### src/rtl/rf_pkg.sv
// Shared types and constants for the register-file write arbiter.
//   RF_ADDR_W / RF_DATA_W : write-port address and data widths
//   RF_NUM_REGS           : number of architectural register addresses
//   PC_REG                : address of r15 (the PC); it is not held in the file
//   rf_wr_t               : one queued write {addr, data}
package rf_pkg;

    localparam int unsigned RF_ADDR_W   = 4;
    localparam int unsigned RF_DATA_W   = 32;
    localparam int unsigned RF_NUM_REGS = 1 << RF_ADDR_W;

    localparam logic [RF_ADDR_W-1:0] PC_REG = 4'hF;

    typedef struct packed {
        logic [RF_ADDR_W-1:0] addr;
        logic [RF_DATA_W-1:0] data;
    } rf_wr_t;

    function automatic logic is_pc_addr(input logic [RF_ADDR_W-1:0] addr);
        return addr == PC_REG;
    endfunction

endpackage

### src/rtl/rf_write_arbiter_if.sv
// Bundle of the requester channels and the register-file write port.
//   req_valid/req_ready/req_addr/req_data : N_REQ valid/ready writeback channels
//   we3/wa3/wd3                           : registered register-file write port
//   pc_wr_drop                            : pulse when an r15 write was discarded
//   idle                                  : no queued or in-flight write
//   pending_mask                          : present only with RFW_PENDING_MASK_EN
// Modports: master = requesters / register-file side, slave = the arbiter.
interface rf_write_arbiter_if #(
    parameter int unsigned N_REQ = 2
);
    import rf_pkg::*;

    logic [N_REQ-1:0]           req_valid;
    logic [N_REQ-1:0]           req_ready;
    logic [RF_ADDR_W*N_REQ-1:0] req_addr;
    logic [RF_DATA_W*N_REQ-1:0] req_data;
    logic                       we3;
    logic [RF_ADDR_W-1:0]       wa3;
    logic [RF_DATA_W-1:0]       wd3;
    logic                       pc_wr_drop;
    logic                       idle;
`ifdef RFW_PENDING_MASK_EN
    logic [RF_NUM_REGS-1:0]     pending_mask;

    modport master (
        output req_valid, req_addr, req_data,
        input  req_ready, we3, wa3, wd3, pc_wr_drop, idle, pending_mask
    );

    modport slave (
        input  req_valid, req_addr, req_data,
        output req_ready, we3, wa3, wd3, pc_wr_drop, idle, pending_mask
    );
`else
    modport master (
        output req_valid, req_addr, req_data,
        input  req_ready, we3, wa3, wd3, pc_wr_drop, idle
    );

    modport slave (
        input  req_valid, req_addr, req_data,
        output req_ready, we3, wa3, wd3, pc_wr_drop, idle
    );
`endif

endinterface

### src/rtl/rfw_fifo.sv
// Small FIFO of rf_wr_t entries, one per writeback requester.
//   clk_i, rst_i : clock, asynchronous active-high reset
//   push_i       : enqueue data_i (ignored while full)
//   pop_i        : dequeue head (ignored while empty)
//   full_o       : no free slot
//   empty_o      : no valid entry
//   head_o       : oldest entry
//   addr_hit_o   : one bit per register targeted by a valid entry (RFW_PENDING_MASK_EN only)
// Depth must be a power of two >= 2; pointers carry one extra wrap bit.
module rfw_fifo
    import rf_pkg::*;
#(
    parameter int unsigned Depth = 2
) (
    input  logic                   clk_i,
    input  logic                   rst_i,
    input  logic                   push_i,
    input  rf_wr_t                 data_i,
    input  logic                   pop_i,
    output logic                   full_o,
    output logic                   empty_o,
    output rf_wr_t                 head_o
`ifdef RFW_PENDING_MASK_EN
    ,
    output logic [RF_NUM_REGS-1:0] addr_hit_o
`endif
);

    localparam int unsigned PtrW = $clog2(Depth);

    logic [PtrW:0] wr_ptr_q, wr_ptr_d;
    logic [PtrW:0] rd_ptr_q, rd_ptr_d;
    rf_wr_t        mem_q [Depth];
    logic          do_push;
    logic          do_pop;

    // Same slot index with differing wrap bits means the writer lapped the reader.
    assign empty_o = (wr_ptr_q == rd_ptr_q);
    assign full_o  = (wr_ptr_q[PtrW] != rd_ptr_q[PtrW]) &&
                     (wr_ptr_q[PtrW-1:0] == rd_ptr_q[PtrW-1:0]);
    assign head_o  = mem_q[rd_ptr_q[PtrW-1:0]];

    assign do_push = push_i && !full_o;
    assign do_pop  = pop_i && !empty_o;

    always_comb begin
        wr_ptr_d = wr_ptr_q;
        rd_ptr_d = rd_ptr_q;
        if (do_push) wr_ptr_d = wr_ptr_q + 1'b1;
        if (do_pop)  rd_ptr_d = rd_ptr_q + 1'b1;
    end

    always_ff @(posedge clk_i or posedge rst_i) begin
        if (rst_i) begin
            wr_ptr_q <= '0;
            rd_ptr_q <= '0;
            for (int unsigned e = 0; e < Depth; e++) begin
                mem_q[e] <= '0;
            end
        end else begin
            wr_ptr_q <= wr_ptr_d;
            rd_ptr_q <= rd_ptr_d;
            if (do_push) mem_q[wr_ptr_q[PtrW-1:0]] <= data_i;
        end
    end

`ifdef RFW_PENDING_MASK_EN
    logic [PtrW:0]   count;
    logic [PtrW-1:0] slot_ofs;

    assign count = wr_ptr_q - rd_ptr_q;

    // A slot is live when its distance from the read pointer is below the fill count.
    always_comb begin
        addr_hit_o = '0;
        slot_ofs   = '0;
        for (int unsigned e = 0; e < Depth; e++) begin
            slot_ofs = PtrW'(e) - rd_ptr_q[PtrW-1:0];
            if ({1'b0, slot_ofs} < count) addr_hit_o[mem_q[e].addr] = 1'b1;
        end
    end
`endif

endmodule

### src/rtl/rf_write_arbiter.sv
// Shares the single register-file write port between N_REQ writeback requesters.
//   clk : clock, all state updates on posedge
//   rst : asynchronous active-high reset
//   bus : rf_write_arbiter_if.slave (requester channels, we3/wa3/wd3, pc_wr_drop, idle)
// Each requester feeds its own rfw_fifo; a round-robin scheduler drains one entry per
// cycle into registered write-port outputs, launched on posedge so the register file
// can sample them on negedge. Writes to r15 are consumed, not queued, and flagged.
// Optional: define RFW_PENDING_MASK_EN to add bus.pending_mask (registers targeted by
// any queued entry or by the write currently on the port).
module rf_write_arbiter
    import rf_pkg::*;
#(
    parameter int unsigned N_REQ      = 2,
    parameter int unsigned FIFO_DEPTH = 2
) (
    input logic               clk,
    input logic               rst,
    rf_write_arbiter_if.slave bus
);

    localparam int unsigned IdxW = $clog2(N_REQ);

    logic [N_REQ-1:0] full;
    logic [N_REQ-1:0] empty;
    logic [N_REQ-1:0] accept;
    logic [N_REQ-1:0] is_pc;
    logic [N_REQ-1:0] push;
    logic [N_REQ-1:0] pop;
    rf_wr_t           req_ent [N_REQ];
    rf_wr_t           head    [N_REQ];

    logic             gnt_valid;
    logic [IdxW-1:0]  gnt_idx;
    int unsigned      cand;

    logic                 we3_q, we3_d;
    logic [RF_ADDR_W-1:0] wa3_q, wa3_d;
    logic [RF_DATA_W-1:0] wd3_q, wd3_d;
    logic                 drop_q, drop_d;
    logic [IdxW-1:0]      last_grant_q, last_grant_d;

`ifdef RFW_PENDING_MASK_EN
    logic [RF_NUM_REGS-1:0] fifo_hit [N_REQ];
    logic [RF_NUM_REGS-1:0] pend;
`endif

    for (genvar g = 0; g < N_REQ; g++) begin : gen_req
        assign req_ent[g].addr = bus.req_addr[RF_ADDR_W*g +: RF_ADDR_W];
        assign req_ent[g].data = bus.req_data[RF_DATA_W*g +: RF_DATA_W];
        assign is_pc[g]        = is_pc_addr(req_ent[g].addr);
        // Readiness is purely state-based, so a full FIFO refuses even while popping.
        assign accept[g]       = bus.req_valid[g] & ~full[g];
        assign push[g]         = accept[g] & ~is_pc[g];

        rfw_fifo #(
            .Depth (FIFO_DEPTH)
        ) u_fifo (
            .clk_i      (clk),
            .rst_i      (rst),
            .push_i     (push[g]),
            .data_i     (req_ent[g]),
            .pop_i      (pop[g]),
            .full_o     (full[g]),
            .empty_o    (empty[g]),
            .head_o     (head[g])
`ifdef RFW_PENDING_MASK_EN
            ,
            .addr_hit_o (fifo_hit[g])
`endif
        );
    end

    assign bus.req_ready = ~full;

    // Scan from farthest to nearest so the first non-empty FIFO after last_grant wins.
    always_comb begin
        gnt_valid = 1'b0;
        gnt_idx   = last_grant_q;
        cand      = 0;
        for (int unsigned k = N_REQ; k >= 1; k--) begin
            cand = (32'(last_grant_q) + k) % N_REQ;
            if (!empty[cand]) begin
                gnt_valid = 1'b1;
                gnt_idx   = IdxW'(cand);
            end
        end
        pop = '0;
        if (gnt_valid) pop[gnt_idx] = 1'b1;
    end

    always_comb begin
        we3_d        = gnt_valid;
        wa3_d        = wa3_q;
        wd3_d        = wd3_q;
        last_grant_d = last_grant_q;
        if (gnt_valid) begin
            wa3_d        = head[gnt_idx].addr;
            wd3_d        = head[gnt_idx].data;
            last_grant_d = gnt_idx;
        end
        // Simultaneous r15 drops collapse into a single pulse.
        drop_d = |(accept & is_pc);
    end

    always_ff @(posedge clk or posedge rst) begin
        if (rst) begin
            we3_q        <= 1'b0;
            wa3_q        <= '0;
            wd3_q        <= '0;
            drop_q       <= 1'b0;
            last_grant_q <= IdxW'(N_REQ - 1);
        end else begin
            we3_q        <= we3_d;
            wa3_q        <= wa3_d;
            wd3_q        <= wd3_d;
            drop_q       <= drop_d;
            last_grant_q <= last_grant_d;
        end
    end

    assign bus.we3        = we3_q;
    assign bus.wa3        = wa3_q;
    assign bus.wd3        = wd3_q;
    assign bus.pc_wr_drop = drop_q;
    assign bus.idle       = (&empty) & ~we3_q;

`ifdef RFW_PENDING_MASK_EN
    always_comb begin
        pend = '0;
        for (int unsigned i = 0; i < N_REQ; i++) begin
            pend = pend | fifo_hit[i];
        end
        if (we3_q) pend[wa3_q] = 1'b1;
        pend[PC_REG] = 1'b0;
    end

    assign bus.pending_mask = pend;
`endif

endmodule

### src/flat_wrapper.sv
// flat-port wrapper written by rule: the top's interface ports become plain ports
module rf_write_arbiter_flat import rf_pkg::*;
#(
    parameter int unsigned N_REQ      = 2,
    parameter int unsigned FIFO_DEPTH = 2
)
  (clk, rst, bus_req_valid, bus_req_addr, bus_req_data, bus_req_ready, bus_we3, bus_wa3, bus_wd3, bus_pc_wr_drop, bus_idle);
  rf_write_arbiter_if #(.N_REQ(N_REQ)) bus_i ();
  input logic clk;
  input logic rst;
  input wire logic [$bits(bus_i.req_valid)-1:0] bus_req_valid;
  input wire logic [$bits(bus_i.req_addr)-1:0] bus_req_addr;
  input wire logic [$bits(bus_i.req_data)-1:0] bus_req_data;
  output wire logic [$bits(bus_i.req_ready)-1:0] bus_req_ready;
  output wire logic [$bits(bus_i.we3)-1:0] bus_we3;
  output wire logic [$bits(bus_i.wa3)-1:0] bus_wa3;
  output wire logic [$bits(bus_i.wd3)-1:0] bus_wd3;
  output wire logic [$bits(bus_i.pc_wr_drop)-1:0] bus_pc_wr_drop;
  output wire logic [$bits(bus_i.idle)-1:0] bus_idle;
  assign bus_i.req_valid = bus_req_valid;
  assign bus_i.req_addr = bus_req_addr;
  assign bus_i.req_data = bus_req_data;
  assign bus_req_ready = bus_i.req_ready;
  assign bus_we3 = bus_i.we3;
  assign bus_wa3 = bus_i.wa3;
  assign bus_wd3 = bus_i.wd3;
  assign bus_pc_wr_drop = bus_i.pc_wr_drop;
  assign bus_idle = bus_i.idle;
  rf_write_arbiter #(.N_REQ(N_REQ), .FIFO_DEPTH(FIFO_DEPTH)) u_core (.clk(clk), .rst(rst), .bus(bus_i));
endmodule
### config.mk
export PLATFORM = sky130hd
export DESIGN_NAME = rf_write_arbiter_flat
export DESIGN_NICKNAME = d
export VERILOG_FILES = /design/src/rtl/rf_pkg.sv /design/src/rtl/rf_write_arbiter_if.sv /design/src/rtl/rfw_fifo.sv /design/src/rtl/rf_write_arbiter.sv /design/src/flat_wrapper.sv
export SDC_FILE = /design/constraint.sdc
export NUM_CORES = 1
export LEC_CHECK = 0
export CAP_MARGIN = 30
export CORE_UTILIZATION = 50
export DETAILED_ROUTE_END_ITERATION = 8
export GPL_ROUTABILITY_DRIVEN = 0
export HOLD_SLACK_MARGIN = 0.06
export PLACE_DENSITY_LB_ADDON = 0.12
export REMOVE_ABC_BUFFERS = 1
export SLEW_MARGIN = 0
export SYNTH_ARGS = -nofsm -noshare
export SYNTH_HDL_FRONTEND = slang
export SYNTH_SLANG_ARGS = --single-unit
### constraint.sdc
create_clock -name clk -period 6.85 [get_ports clk]
set_input_delay 1.7125 -clock clk [delete_from_list [all_inputs] [get_ports clk]]
set_output_delay 1.7125 -clock clk [all_outputs]
set_load 0.005 [all_outputs]
Yosys cells after proc, flatten, opt, wreduce, memory -nomap -nowiden. Cells that the tools add are included. Widths: inputs -> output; s select.

Add/subtract/negate cells: 6. Order comparisons: 11. Equality and inequality tests: 8. Mux-type cells: 26. Bitwise logic cells: 17. Reductions and logical operators: 15.

Operators with widths (number): $mux 36 (11); $bwmux 72 (2); $demux 36 s1 (2); $ge 2x2->1 const B (5); $not 1->2 (5); $logic_and 1x1->1 (9); $mux 1 (9); $add 2x1->2 const B (4); $eq 4x4->1 const B (2); $lt 1x2->1 const B (3); $and 1x1->1 (5); $not 1->1 (5); $eq 2x2->1 (2); $logic_not 1->1 (4); $lt 2x1->1 const B (2); $add 1x1->1 const B (2); $and 2x2->2 (1); $eq 1x1->1 (2); $mux 2 (1); $ne 1x1->1 (2); $not 2->2 (1); $reduce_and 2->1 (1); $reduce_or 2->1 (1); $demux 1 s1 (1); $ge 1x1->1 const B (1).

Bits in registers: 191. Bits of input ports: 76. Output and inout bits: 41. Logic and storage cells: 100.

Logic depth before layout (Yosys ltp). Gate-level depths: netlist of run 1.

Word-level depth: 11. Gate-level depth with buffers: 7. Depth with buffers taken out: 4.

Modules after synthesis. From an unflattened synthesis of run 1, not the netlist that was laid out.

Cell total of the unflattened synthesis: 622. Area total of the unflattened synthesis: 8813.5 µm².

Modules (own cells, without submodules): rfw_fifo (times used 2, cells each 220, area each 3364.5 µm², sequential area each 1901.8 µm²); rf_write_arbiter (times used 1, cells each 182, area each 2084.5 µm², sequential area each 977.2 µm²).

Worst setup path after synthesis of run 1. Ideal clock, no wire load.

Kind: reg2out. From: register u_core.gen_req[1].u_fifo.wr_ptr_q[0]. To: output bus_idle. Arrival: 1.595 ns. Required time: 5.137 ns. Slack: 3.543 ns. Cell stages (with the launch flop): 8. Path through: dfrtp_1 > xnor2_1 > nor2b_1 > clkbuf_1 > clkbuf_1 > buf_2 > nand2_1 > nor2_1.

Word-level cells in the longest chain between the ends: 3.

RTL lines: start: declaration (RTL line rfw_fifo.sv:31) `logic [PtrW:0] wr_ptr_q, wr_ptr_d;`; start signal: assignment (RTL line rfw_fifo.sv:61) `wr_ptr_q <= wr_ptr_d;`; $eq 2x2->1 (RTL line rfw_fifo.sv:38) `assign empty_o = (wr_ptr_q == rd_ptr_q);`; $reduce_and 2->1 (RTL line rf_write_arbiter.sv:125) `assign bus.idle = (&empty) & ~we3_q;`; $and 1x1->1 (RTL line rf_write_arbiter.sv:125); end: declaration (RTL line flat_wrapper.sv:19) `output wire logic [$bits(bus_i.idle)-1:0] bus_idle;`.

No other way between the ends.

Worst setup path in the final report of run 1.
From: register u_core.gen_req[1].u_fifo.rd_ptr_q[0]. To: output bus_idle.

Word-level cells in the longest chain between the ends: 3.

RTL lines: start: declaration (RTL line rfw_fifo.sv:32) `logic [PtrW:0] rd_ptr_q, rd_ptr_d;`; start signal: assignment (RTL line rfw_fifo.sv:62) `rd_ptr_q <= rd_ptr_d;`; $eq 2x2->1 (RTL line rfw_fifo.sv:38); $reduce_and 2->1 (RTL line rf_write_arbiter.sv:125); $and 1x1->1 (RTL line rf_write_arbiter.sv:125).

No other way between the ends.

==> results of run 1 <==
==> cells in the mapped netlist, drive strengths merged <==
| library cell | number |
|---|---|
| nor2b | 37 |
| a211oi | 37 |
| xnor2 | 8 |
| and4 | 2 |
| o211ai | 1 |
| xor2 | 4 |
| clkbuf | 30 |
| a21bo | 1 |
| dfrtp | 190 |
| mux2 | 180 |
| o21bai | 36 |
| dfstp | 1 |
| nand4 | 4 |
| o21ai | 5 |
| or3 | 2 |
| o22ai | 1 |
| a21oi | 1 |
| buf | 30 |
| nand2 | 7 |
| inv | 2 |
| a221oi | 72 |
| nor2 | 2 |
==> report_power, final <==
| part | switching, uW | total [uW] | internal (uW) |
|---|---|---|---|
| sequential | 382 | 2140 | 1750 |
| combinational | 1610 | 3400 | 1790 |
| clock | 447 | 1040 | 590 |
| total | 2440 | 6570 | 4130 |
==> kinds of logic (layout without fill, tap and decap cells) <==
| kind of cell | count (synthesis) | after routing | share of synthesized area |
|---|---|---|---|
| DFF | 191 | 191 | 0.529 |
| AOI/OAI and AO/OA | 154 | 154 | 0.136 |
| buffers and inverters | 62 | 159 | 0.0374 |
| xor gates and xnor gates | 12 | 12 | 0.0116 |
| other | 0 | 1 | 0 |
| muxes | 180 | 180 | 0.248 |
| and+or+nand+nor | 54 | 54 | 0.0368 |
==> worst max-delay path, stage by stage (launching register included) <==
cell and delay (ns):
dfrtp_2 0.56, buf_12 0.24, xnor2_1 0.30, nor2b_4 0.21, nand2_1 0.07, nor2_1 0.09
clkdlybuf4s50_1 0.50
==> state kept, by name, indices dropped and copies added (netlist names) <==
| signal | cells |
|---|---|
| u_core.gen_req.u_fifo.rd_ptr_q | 4 |
| u_core.gen_req.u_fifo.wr_ptr_q | 4 |
| u_core.last_grant_q | 1 |
| u_core.bus.wa3 | 4 |
| u_core.bus.we3 | 1 |
| u_core.gen_req.u_fifo.mem_q | 144 |
| u_core.bus.wd3 | 32 |
| u_core.bus.pc_wr_drop | 1 |
==> worst paths after layout <==
check,from,endpoint,slack (ns),cells after the start
max in group asynchronous,rst,u_core.gen_req[1].u_fifo.mem_q[51],3.64,3
setup / recovery,u_core.gen_req[1].u_fifo.rd_ptr_q[0],bus_idle,2.71,6
min in group asynchronous,rst,u_core.gen_req[0].u_fifo.mem_q[49],1.89,2
setup reg to reg,u_core.gen_req[0].u_fifo.rd_ptr_q[0],u_core.bus.wd3[27],3.68,6
hold / removal,u_core.gen_req[1].u_fifo.rd_ptr_q[1],u_core.gen_req[1].u_fifo.rd_ptr_q[1],0.49,1
hold reg to reg,u_core.gen_req[1].u_fifo.rd_ptr_q[1],u_core.gen_req[1].u_fifo.rd_ptr_q[1],0.49,1
==> routing by layer <==
layer  global-route usage  wire length, um
met2                0.388            10200
met4               0.0728              225
met5                    0                0
met3               0.0421              841
met1                0.331             9580
==> stage by stage <==
stage | total power (uW) | area (um2) | utilization | setup TNS [ns]
3_3_place_gp | 5400 | 10300 | 0.587 | 0
2_1_floorplan | 4470 | 8700 | - | -11.34
5_1_grt | 7010 | 10900 | 0.625 | 0
6_report | 6570 | 10900 | 0.625 | 0
4_1_cts | 6600 | 10900 | 0.624 | 0
3_5_place_dp | 5540 | 10300 | 0.588 | 0
==> layout make-up <==
class                      count  area (um2)  area share
antenna                        1        2.50    0.000229
timing repair buffer         125        1250       0.115
multi-input combinational    400        3970       0.363
clock inverter                14         181      0.0166
sequential                   191        4780       0.438
clock buffer                  18         439      0.0402
tap                          225         282      0.0258
inverter                       2        15.0     0.00137
==> flow_summary_export.csv, run 1 <==
group,metric,value,unit
worst_setup_path,cp-start-kind,"register",
detailed_routing,ant_nets,0,
timing,rsz0062_at_grt,"false",
floorplanning,die_height,136,um
timing,post-route-period-util,0.604,
worst_setup_path,critPathMaxFanout,26,
worst_setup_path,critPathArrivalTime,2.42,ns
timing,maxSlewHeadroom,0.351,
placed_design,dpl.hpwl,12.0,mm
clocking,clk_latency,0.43,ns
detailed_routing,wl_per_cell,21.4,um
floorplanning,pin_count,117,
worst_setup_path,critPathKind,"register to output port",
timing,fin_ws,2.71,ns
timing,hold_ws,0.493,ns
timing,setup_viol,0,
timing,finalHoldViolCount,0,
cells_and_area,syn2layout_area_growth,20.9,%
yosys,ys_seq_elements,191,
detailed_routing,vias,5954,
grt,grt_max_degree,135,
clocking,cts_buffers,17,
clocking,cts_setup_buffers,0,
yosys,synth_top_area_share,0.526,
detailed_routing,drcViolationCount,0,
timing,finalClockSkew,0.00944,ns
grt,antenna_found_initial,1,
power,vdd_drop_max,0.000615,V
clocking,h-tree-depth,4,
yosys,ys_top_cells_by_area,"dfrtp_1 (53%), mux2_2 (15%), mux2_4 (9.6%), a221oi_1 (7.0%), a211oi_1 (3.1%)",
cells_and_area,nets,813,
run,maxCapViolations,0,
cells_and_area,layout-drive-gt1-share,0.311,
detailed_routing,via_per_inst,6.10,
clocking,cts_hold_buf,0,
yosys,synth.yosys.seq_area_share,0.529,
power,powerDensity,602,mW/mm2
yosys,yosysTopAreaCell,"dfrtp_1",
timing,max_freq,242,MHz
cells_and_area,final_cells,976,
floorplanning,dieArea,0.0186,mm2
power,leakage,0.00452,uW
yosys,syn_avg_cell_area,13.8,um2
detailed_routing,drt_iter0_drc,392,
cells_and_area,layout_common_cells,"dfrtp_1 (188), mux2_2 (122), clkdlybuf4s50_1 (116), a221oi_1 (72), mux2_4 (58)",
timing,maxSlewViolCount,0,
cells_and_area,n_fill_cell,1338,
grt,grt_pass1_wl,34.1,mm
worst_setup_path,cp.required,5.14,ns
grt,track_usage,0.241,
placed_design,dp_cells,942,
clocking,cts.clk_slew.worst_paths,0.07,ns
cells_and_area,final_common_cell,"dfrtp_1",
floorplanning,die_x,136,um
outcome,status,"finished, final reports clean",
yosys,synth_cells,653,
timing,tightest_slew,0.972,ns
placed_design,portBuffers,116,
floorplanning,core,0.0175,mm2
grt,grt_pass1_vias,6436,
floorplanning,initial_core_util,0.517,
clocking,cts_tree,"yes",
detailed_routing,first_pass_iters,4,
yosys,synth_cell_types,28,
worst_setup_path,end_kind,"output port",
clocking,cts_sinks,191,
placed_design,dp_slack,2.82,ns
detailed_routing,totalWireLength,20.9,mm
clocking,cts_buffer_depth,2,
hold_path,hold_class,"register to register",
clocking,cts_root_buf,"clkbuf_16",
grt,grt-ovfl-total,0,
clocking,post_cts_resized,0,
yosys,syn_area,0.00903,mm2
floorplanning,row_count,48,
yosys,ys_warn_count,0,
timing,fin_crit,4.14,ns
(Power assumes the default switching activity.)
==> run 2, diff against run 1 <==
- CORE_UTILIZATION: 50 -> 56
- clock period: 6.85 -> 4.3 ns (I/O delays scaled with it)
==> run 2 against run 1 <==
  * Sequential power up 59%
  * Clock power up 57%
  * Critical endpoint unchanged
  * Wire length about the same
  * Global-route usage up 2.8 points
  * Cell count down 0.20%
  * Sequential cell count unchanged
  * Combinational power up 59%
  * Register-to-register slack worse by 2.1 ns
==> flow_summary_export.csv, run 2 (same netlist as run 1, synthesis figures left out) <==
group,metric,value,unit
worst_setup_path,cp_num_buf_inv,1,
run,maxCapViolations,0,
worst_setup_path,critPathMaxFanout,23,
detailed_routing,ant_nets,0,
timing,fin_crit,3.24,ns
placed_design,dp_slack,1.12,ns
worst_setup_path,path_cells,"xor2_1, nor2_1, nand2_1, nor2_1, clkdlybuf4s50_1",
cells_and_area,antenna_cells,0,
clocking,clk_latency,0.43,ns
outcome,status,"finished, final reports clean",
timing,rsz0062_at_grt,"false",
grt,grt_pass1_wl,33.9,mm
worst_setup_path,critPathTopFamily,"flip-flops",
cells_and_area,layout_common_cells,"dfrtp_1 (188), mux2_2 (122), clkdlybuf4s50_1 (116), a221oi_1 (72), mux2_4 (58)",
cells_and_area,syn2layout_area_growth,21.0,%
timing,post-route-period-util,0.755,
hold_path,hold_class,"register to register",
clocking,post_cts_resized,0,
worst_setup_path,cpMaxStageDelayCell,"dfrtp_2",
detailed_routing,first_pass_iters,7,
floorplanning,row_count,46,
timing,fin_setup_tns,0,ns
detailed_routing,via_per_inst,6.09,
placed_design,portBuffers,116,
detailed_routing,drcViolationCount,0,
grt,antenna_found_initial,0,
clocking,cts_sinks,191,
timing,finalClockSkew,0.00902,ns
grt,grt_max_degree,86,
clocking,cts_tree,"yes",
cells_and_area,final_common_cell,"dfrtp_1",
worst_setup_path,end_kind,"output port",
floorplanning,die_height,129,um
clocking,cts_root_buf,"clkbuf_16",
placed_design,dp_cells,942,
cells_and_area,layout-drive-gt1-share,0.315,
power,powerDensity,957,mW/mm2
cells_and_area,nets,821,
clocking,cts_buffers,17,
clocking,cts_hold_buf,0,
cells_and_area,top_register,"u_core.gen_req.u_fifo.mem_q",
worst_setup_path,cp-start-kind,"register",
clocking,cts_setup_buffers,0,
placed_design,dpl.hpwl,12.4,mm
floorplanning,die_x,129,um
clocking,cts.clk_slew.worst_paths,0.06,ns
floorplanning,initial_core_util,0.571,
power,leakage,0.00455,uW
floorplanning,dieArea,0.0166,mm2
grt,track_usage,0.269,
power,vdd_drop_max,0.000990,V
worst_setup_path,cp.required,3.22,ns
cells_and_area,n_fill_cell,1103,
worst_setup_path,crit_top_cell,"nor2_1",
cells_and_area,largest_register_ff_count,144,
grt,grt_pass1_vias,6413,
worst_setup_path,crit_path_max_incr_delay,0.68,ns
grt,grt-ovfl-total,0,
placed_design,placed_area,0.0103,mm2
clocking,h-tree-depth,4,
clocking,cts_buffer_depth,2,
detailed_routing,vias,5928,
timing,max_freq,308,MHz
timing,maxSlewHeadroom,0.398,
cells_and_area,final_cells,974,
timing,fin_ws,1.06,ns
cells_and_area,final_area,0.0109,mm2
worst_setup_path,critPathArrivalTime,2.17,ns
detailed_routing,wl_per_cell,21.4,um
worst_setup_path,critPathKind,"register to output port",
detailed_routing,drt_iter0_drc,396,
floorplanning,core,0.0158,mm2
timing,maxSlewViolCount,0,
timing,finalHoldViolCount,0,
floorplanning,pin_count,117,
detailed_routing,totalWireLength,20.9,mm
timing,setup_viol,0,
timing,tightest_slew,0.902,ns
-- run 2: area by class of cell --
type	count	area (um2)	area share
inverter	2	15.0	0.00137
tap	216	270	0.0247
clock buffer	22	474	0.0434
sequential	191	4780	0.438
timing repair buffer	133	1300	0.119
multi-input combinational	400	3950	0.361
clock inverter	10	135	0.0124
-- run 2: routing by layer --
layer	track usage	part of all wire	routed length, um	vias to the layer above
met5	0	0	0	-
li1	-	-	-	2663
met4	0.105	0.014	298	0
met1	0.367	0.45	9480	3083
met2	0.433	0.49	10300	160
met3	0.0442	0.038	791	22
-- run 2: metrics by stage --
stage	util	hold slack (ns)	total power (uW)
after floorplan	-	0.460	7130
after global placement	0.651	0.475	8560
after detailed placement	0.652	0.484	8800
after CTS	0.690	0.501	10500
after global routing	0.690	0.503	11100
final	0.690	0.500	10500
-- run 2: worst paths after layout --
check / from / cells past startpoint / end / slack (ns)
worst max-delay path: u_core.gen_req[0].u_fifo.rd_ptr_q[0] / 5 / bus_idle / 1.06
worst min-delay path: u_core.gen_req[0].u_fifo.mem_q[45] / 1 / u_core.gen_req[0].u_fifo.mem_q[45] / 0.50
worst max register to register: u_core.gen_req[0].u_fifo.rd_ptr_q[0] / 5 / u_core.bus.wd3[9] / 1.59
worst min register to register: u_core.gen_req[0].u_fifo.mem_q[45] / 1 / u_core.gen_req[0].u_fifo.mem_q[45] / 0.50
max in group asynchronous: rst / 3 / u_core.gen_req[0].u_fifo.mem_q[44] / 2.32
min in group asynchronous: rst / 2 / u_core.gen_req[1].u_fifo.mem_q[5] / 1.11
-- run 2: worst register-to-register path, stage by stage (launching register included) --
cell and delay, ns:
dfrtp_2 0.68, xnor2_2 0.18, buf_4 0.50, nand2_4 0.61
a211oi_1 0.50, a221oi_1 0.08
-- run 2: power breakdown --
group	internal (uW)	leakage, uW	total [uW]	switching (uW)
Clock	959	0.000288	1630	674
Combinational	2850	0.00202	5410	2560
Sequential	2800	0.00224	3410	611
